===== config.mk =====
export PLATFORM = sky130hd
export DESIGN_NAME = ram_port_arbiter
export DESIGN_NICKNAME = d
export VERILOG_FILES = /design/src/rtl/ram_port_arbiter.sv
export SDC_FILE = /design/constraint.sdc
export NUM_CORES = 1
export LEC_CHECK = 0
export ABC_AREA = 1
export BUFFER_PORTS_ARGS = -buffer_cell sky130_fd_sc_hd__buf_4
export CAP_MARGIN = 10
export CORE_ASPECT_RATIO = 1.25
export CORE_MARGIN = 2
export CORE_UTILIZATION = 54
export CTS_CLUSTER_SIZE = 25
export DETAILED_ROUTE_END_ITERATION = 7
export HOLD_SLACK_MARGIN = 0.12
export PLACE_DENSITY = 0.85
export SYNTH_ARGS = -nofsm -noshare
export SYNTH_HDL_FRONTEND = slang
export SYNTH_SLANG_ARGS = --single-unit

===== constraint.sdc =====
create_clock -name clk -period 3.8 [get_ports clk]
set_input_delay 0.19 -clock clk [delete_from_list [all_inputs] [get_ports clk]]
set_output_delay 0.19 -clock clk [all_outputs]
set_load 0.01 [all_outputs]

===== src/rtl/ram_port_arbiter.sv =====
// Shares one toggle-triggered RAM port between instruction fetch (F, read-only) and the memory stage (M).
// Requests and RAM completion arrive as toggles and are synchronised; grants alternate when both ports wait.
module ram_port_arbiter #(
    parameter int unsigned SYNC_STAGES = 2,
    parameter int unsigned TIMEOUT_CYC = 255,
    parameter logic [31:0] ERR_DATA    = 32'hDEAD_BEEF
) (
    input  logic        clk,
    input  logic        reset,
    input  logic        m_req_tgl,
    input  logic        m_rw,
    input  logic [31:0] m_addr,
    input  logic [31:0] m_wdata,
    output logic        m_ack_tgl,
    output logic [31:0] m_rdata,
    input  logic        f_req_tgl,
    input  logic [31:0] f_addr,
    output logic        f_ack_tgl,
    output logic [31:0] f_rdata,
    output logic        ram_trig,
    output logic        ram_rw,
    output logic [31:0] ram_addr,
    output logic [31:0] ram_wdata,
    input  logic        ram_done_tgl,
    input  logic [31:0] ram_rdata,
    output logic        busy,
    output logic        grant_m,
    output logic        timeout_err
);
    typedef enum logic [1:0] {IDLE, ISSUE, WAIT, RESP} state_t;

    localparam logic [7:0] TMO_LIMIT = 8'(TIMEOUT_CYC);

    logic [SYNC_STAGES-1:0] m_sync_q, m_sync_d;
    logic [SYNC_STAGES-1:0] f_sync_q, f_sync_d;
    logic [SYNC_STAGES-1:0] done_sync_q, done_sync_d;

    state_t      state_q, state_d;
    logic        m_seen_q, m_seen_d;
    logic        f_seen_q, f_seen_d;
    logic        done_seen_q, done_seen_d;
    logic        last_m_q, last_m_d;
    logic        orphan_q, orphan_d;
    logic [7:0]  timer_q, timer_d;
    logic [31:0] rdata_q, rdata_d;
    logic        ram_trig_q, ram_trig_d;
    logic        ram_rw_q, ram_rw_d;
    logic [31:0] ram_addr_q, ram_addr_d;
    logic [31:0] ram_wdata_q, ram_wdata_d;
    logic        m_ack_q, m_ack_d;
    logic        f_ack_q, f_ack_d;
    logic [31:0] m_rdata_q, m_rdata_d;
    logic [31:0] f_rdata_q, f_rdata_d;
    logic        grant_m_q, grant_m_d;
    logic        timeout_err_q, timeout_err_d;

    logic m_sync, f_sync, done_sync;
    logic m_pend, f_pend, done_evt, pick_m;

    assign m_sync    = m_sync_q[SYNC_STAGES-1];
    assign f_sync    = f_sync_q[SYNC_STAGES-1];
    assign done_sync = done_sync_q[SYNC_STAGES-1];

    assign m_pend   = m_sync != m_seen_q;
    assign f_pend   = f_sync != f_seen_q;
    assign done_evt = done_sync != done_seen_q;

    // Synchronisers are deliberately not reset: the *_seen registers track them through reset.
    always_ff @(posedge clk) begin
        m_sync_q    <= m_sync_d;
        f_sync_q    <= f_sync_d;
        done_sync_q <= done_sync_d;
    end

    always_ff @(posedge clk) begin
        if (reset) begin
            state_q       <= IDLE;
            m_seen_q      <= m_sync;
            f_seen_q      <= f_sync;
            done_seen_q   <= done_sync;
            last_m_q      <= 1'b0;
            orphan_q      <= 1'b0;
            timer_q       <= 8'd0;
            rdata_q       <= 32'd0;
            ram_trig_q    <= 1'b0;
            ram_rw_q      <= 1'b0;
            ram_addr_q    <= 32'd0;
            ram_wdata_q   <= 32'd0;
            m_ack_q       <= 1'b0;
            f_ack_q       <= 1'b0;
            m_rdata_q     <= 32'd0;
            f_rdata_q     <= 32'd0;
            grant_m_q     <= 1'b0;
            timeout_err_q <= 1'b0;
        end else begin
            state_q       <= state_d;
            m_seen_q      <= m_seen_d;
            f_seen_q      <= f_seen_d;
            done_seen_q   <= done_seen_d;
            last_m_q      <= last_m_d;
            orphan_q      <= orphan_d;
            timer_q       <= timer_d;
            rdata_q       <= rdata_d;
            ram_trig_q    <= ram_trig_d;
            ram_rw_q      <= ram_rw_d;
            ram_addr_q    <= ram_addr_d;
            ram_wdata_q   <= ram_wdata_d;
            m_ack_q       <= m_ack_d;
            f_ack_q       <= f_ack_d;
            m_rdata_q     <= m_rdata_d;
            f_rdata_q     <= f_rdata_d;
            grant_m_q     <= grant_m_d;
            timeout_err_q <= timeout_err_d;
        end
    end

    always_comb begin
        m_sync_d      = {m_sync_q[SYNC_STAGES-2:0], m_req_tgl};
        f_sync_d      = {f_sync_q[SYNC_STAGES-2:0], f_req_tgl};
        done_sync_d   = {done_sync_q[SYNC_STAGES-2:0], ram_done_tgl};
        state_d       = state_q;
        m_seen_d      = m_seen_q;
        f_seen_d      = f_seen_q;
        done_seen_d   = done_seen_q;
        last_m_d      = last_m_q;
        orphan_d      = orphan_q;
        timer_d       = timer_q;
        rdata_d       = rdata_q;
        ram_trig_d    = ram_trig_q;
        ram_rw_d      = ram_rw_q;
        ram_addr_d    = ram_addr_q;
        ram_wdata_d   = ram_wdata_q;
        m_ack_d       = m_ack_q;
        f_ack_d       = f_ack_q;
        m_rdata_d     = m_rdata_q;
        f_rdata_d     = f_rdata_q;
        grant_m_d     = grant_m_q;
        timeout_err_d = timeout_err_q;
        pick_m        = m_pend && (!f_pend || !last_m_q);

        // A completion for an abandoned access is swallowed whatever the state.
        if (orphan_q && done_evt) begin
            done_seen_d = done_sync;
            orphan_d    = 1'b0;
        end

        case (state_q)
            IDLE: begin
                if (!orphan_q && (m_pend || f_pend)) begin
                    grant_m_d   = pick_m;
                    last_m_d    = pick_m;
                    ram_rw_d    = pick_m ? m_rw : 1'b0;
                    ram_addr_d  = pick_m ? m_addr : f_addr;
                    ram_wdata_d = pick_m ? m_wdata : 32'd0;
                    state_d     = ISSUE;
                end
            end
            ISSUE: begin
                ram_trig_d = ~ram_trig_q;
                timer_d    = 8'd0;
                state_d    = WAIT;
            end
            WAIT: begin
                if (done_evt) begin
                    done_seen_d = done_sync;
                    if (!ram_rw_q) begin
                        rdata_d = ram_rdata;
                    end
                    state_d = RESP;
                end else if (timer_q == TMO_LIMIT) begin
                    timeout_err_d = 1'b1;
                    orphan_d      = 1'b1;
                    rdata_d       = ERR_DATA;
                    state_d       = RESP;
                end else if (timer_q != 8'hFF) begin
                    timer_d = timer_q + 8'd1;
                end
            end
            RESP: begin
                if (grant_m_q) begin
                    m_ack_d  = ~m_ack_q;
                    m_seen_d = ~m_seen_q;
                    if (!ram_rw_q) begin
                        m_rdata_d = rdata_q;
                    end
                end else begin
                    f_ack_d   = ~f_ack_q;
                    f_seen_d  = ~f_seen_q;
                    f_rdata_d = rdata_q;
                end
                state_d = IDLE;
            end
            default: state_d = IDLE;
        endcase
    end

    assign m_ack_tgl   = m_ack_q;
    assign f_ack_tgl   = f_ack_q;
    assign m_rdata     = m_rdata_q;
    assign f_rdata     = f_rdata_q;
    assign ram_trig    = ram_trig_q;
    assign ram_rw      = ram_rw_q;
    assign ram_addr    = ram_addr_q;
    assign ram_wdata   = ram_wdata_q;
    assign busy        = state_q != IDLE;
    assign grant_m     = grant_m_q;
    assign timeout_err = timeout_err_q;

endmodule


==> summary.txt <==
STA
  – Final hold vios: 0
  – F_max: 0.3479 GHz
  – Final setup violation count: 0
  – Fin Clk Skew: 0.01184 ns
  – Unrepaired setup endpoints after global routing: no
  – Final period util: 0.7564
  – Slew @ Worst Pin: 1.001 ns
  – Post-route minimum period: 2.874 ns
  – PnR worst setup slack: 0.9258 ns
  – Sum of negative setup slack: 0 ns
  – Slew Limit Fails: 0
  – Max-slew headroom: 0.3320

Drt
  – WL final: 25850 µm
  – Via density: 5.257
  – First-pass iteration count of the detailed router: 5
  – Total number of vias: 8454
  – Remaining DRCs: 0
  – DR iter-0 viols: 695
  – Drt wl/cell: 16.08 µm
  – Final ANT Viol Nets: 0

Synth
  – Yosys reg bits: 186
  – Syn Nets: 1209
  – Post-synth cell types: 29
  – Synth Instances: 1069
  – Post-synth top area cell: dfxtp_1
  – Largest cells by area after synthesis: dfxtp_1 47%, nand2_1 10%, nor2_1 8.4%, inv_1 6.9%, o21ai_0 5.3%
  – Post-Syn Area: 7781 µm²
  – Post-synth top area share: 0.4734
  – Syn avg cell area: 7.279 µm²
  – Sequential fraction of the synthesis area: 0.4811
  – Synth warn: 0

Global route
  – First-pass GRT wire length: 41490 µm
  – Initial antenna violation count: 0
  – Number of global-route vias before repair: 8481
  – Remaining Overflow, GRT: 0
  – GRT Util Overall: 0.3273
  – Pin count of the biggest net entering global routing: 67

Setup path
  – Crit start category: flip-flop
  – CP Max Fanout: 39
  – CP bufs+invs: 5
  – Worst path required time: 4.12 ns
  – Launching point of the worst reg2reg path: m_seen_q$_DFFE_PP_
  – CP arrival: 3.20 ns
  – CP Capture Type: flip-flop
  – Worst path cell trace: inv_1 > nand2_1 > nand2_2 > inv_2 > nand2_2 > inv_2 > nand2_1 > nand3_2 > dlygate4sd3_1 > nand2_1 > inv_1
  – Slowest stage delay, CP: 0.58 ns
  – Crit. Startpoint: m_seen_q$_DFFE_PP_
  – CP most frequent cell: nand2_1
  – Critical path's slowest cell: nand2_2
  – Crit Path Class: flip-flop to flip-flop
  – Delay-heaviest family, CP: buffers and inverters

Clock network
  – H-tree levels: 4
  – CTS root buf: clkbuf_16
  – # hold bufs at CTS: 115
  – Clock latency on the worst-skew pair: 0.43 ns
  – Clock-pin slew of the registers on the worst-case setup and hold paths: 0.07 ns
  – Post-CTS setup buffers: 0
  – Clock tree buffer depth: 2
  – Post-CTS Resized: 0
  – CTS tree: yes
  – Inserted Clock Buffers: 17
  – Clock Sinks: 186

Die
  – Std cell rows: 49
  – Core footprint: 14220 µm²
  – Die width: 111.4 µm
  – Die area: 15390 µm²
  – Die Ht: 138.2 µm
  – I/O Pins: 269
  – Starting Density: 0.5471

Worst hold path
  – Worst hold path class: primary input to flip-flop
  – Hold_sp: ram_rdata[1]

Power and ir drop
  – Pwr Density: 603.8 nW/µm²
  – Pleak: 5.967 nW
  – Worst IR Drop VDD: 0.4196 mV
  – Design Power: 6.928 mW

Finish
  – Synth-to-Final Area Change: 47.45%
  – Layout cells sized above 1: 0.2469
  – Commonest non-fill, non-tap cells in the layout: 276 x buf_4, 215 x nand2_1, 184 x dfxtp_1, 174 x nor2_1, 143 x inv_1
  – # diodes: 0
  – Most common cell after layout, fill and taps aside: buf_4
  – Nets: 1557

Job
  – Max-cap check violation count: 0

Placed design
  – Pre-CTS WS: 1.461 ns
  – Input/output buffers: 268
  – DP Wirelength: 14130 µm
  – Global placer's final weighted congestion: 0.8389

Status
  – Outcome: finished clean
==> cell families (layout without fill, tap and decap cells) <==
| logic type | after synthesis | after routing | synth area share |
|---|---|---|---|
| and+or+nand+nor | 456 | 456 | 0.2439 |
| buffers and inverters | 214 | 575 | 0.1175 |
| xor gates and xnor gates | 3 | 3 | 0.003377 |
| DFF | 186 | 186 | 0.4811 |
| AOI/OAI and AO/OA | 204 | 204 | 0.1444 |
| adders and majority gates | 6 | 6 | 0.009648 |
==> final cells by class <==
cell class / count / area (µm²)
clock inverters: 15 / 148.9
clock buffers: 17 / 425.4
flip-flops and latches: 186 / 3744
multi-input cells: 669 / 3123
inverters: 151 / 566.8
well taps: 178 / 222.7
repair buffers: 392 / 3243
fillers: 885 / 2750
==> per-layer routing <==
layer  global-route usage  part of all wire
met2               0.5632              0.48
met3              0.08417             0.079
met4               0.1800             0.055
met5                    0                 0
met1               0.3692              0.38
==> sequential cells by signal, indices dropped and copies added, names as in the netlist, 8 cells and up <==
register,count
rdata_q,32
ram_addr,32
timer_q,8
f_rdata,32
ram_wdata,32
m_rdata,32
==> path summary, 6_finish.rpt <==
kind | end | cells past startpoint | slack, ns
min reg2reg | f_sync_q[1]$_DFF_P_ | 0 | 0.33
max | ram_addr[26]$_SDFFE_PP0P_ | 11 | 0.93
min | rdata_q[1]$_SDFFE_PP0P_ | 4 | 0.13
max reg2reg | ram_addr[26]$_SDFFE_PP0P_ | 11 | 0.93
==> where the power goes <==
part / total [mW] / leakage (nW) / switching, mW / internal (mW)
clock: 1.72 / 0.284 / 0.839 / 0.880
sequential: 2.62 / 1.52 / 0.269 / 2.36
combinational: 2.58 / 4.16 / 1.46 / 1.13
total: 6.93 / 5.97 / 2.57 / 4.36
==> stage by stage <==
| step | hold slack (ns) | instance area, µm² | util | instances |
|---|---|---|---|---|
| 2_1_floorplan | 0.2177 | 7781 | - | 1069 |
| 3_3_place_gp | 0.2957 | 9728 | 0.6839 | 1460 |
| 3_5_place_dp | 0.2967 | 9728 | 0.6839 | 1460 |
| 4_1_cts | 0.1208 | 11450 | 0.8052 | 1607 |
| 5_1_grt | 0.1348 | 11470 | 0.8067 | 1608 |
| 6_report | 0.1278 | 11470 | 0.8067 | 1608 |
==> cell usage after synthesis <==
master,count
a21oi_1,77
a21oi_2,12
buf_1,4
buf_2,22
buf_6,11
clkbuf_1,25
clkbuf_2,1
clkinv_1,1
dfxtp_1,184
edfxtp_1,2
ha_1,6
inv_1,143
inv_2,7
nand2_1,215
nand2_2,8
nand2_4,1
nand3_1,40
nand3_2,10
nand3_4,1
nand3b_1,1
nor2_1,174
nor2_2,2
nor2_4,3
nor3_1,1
o21ai_0,83
o21ai_1,9
o21bai_1,23
xnor2_1,1
xor2_1,2
==> worst register-to-register path, cell delays in order (launching register included) <==
cell and delay [ns]:
edfxtp_1 0.40, inv_1 0.07, nand2_1 0.06, nand2_2 0.07, inv_2 0.04, nand2_2 0.58
inv_2 0.51, nand2_1 0.26, nand3_2 0.10, dlygate4sd3_1 0.57, nand2_1 0.07, inv_1 0.04
(Power assumes the default switching activity.)
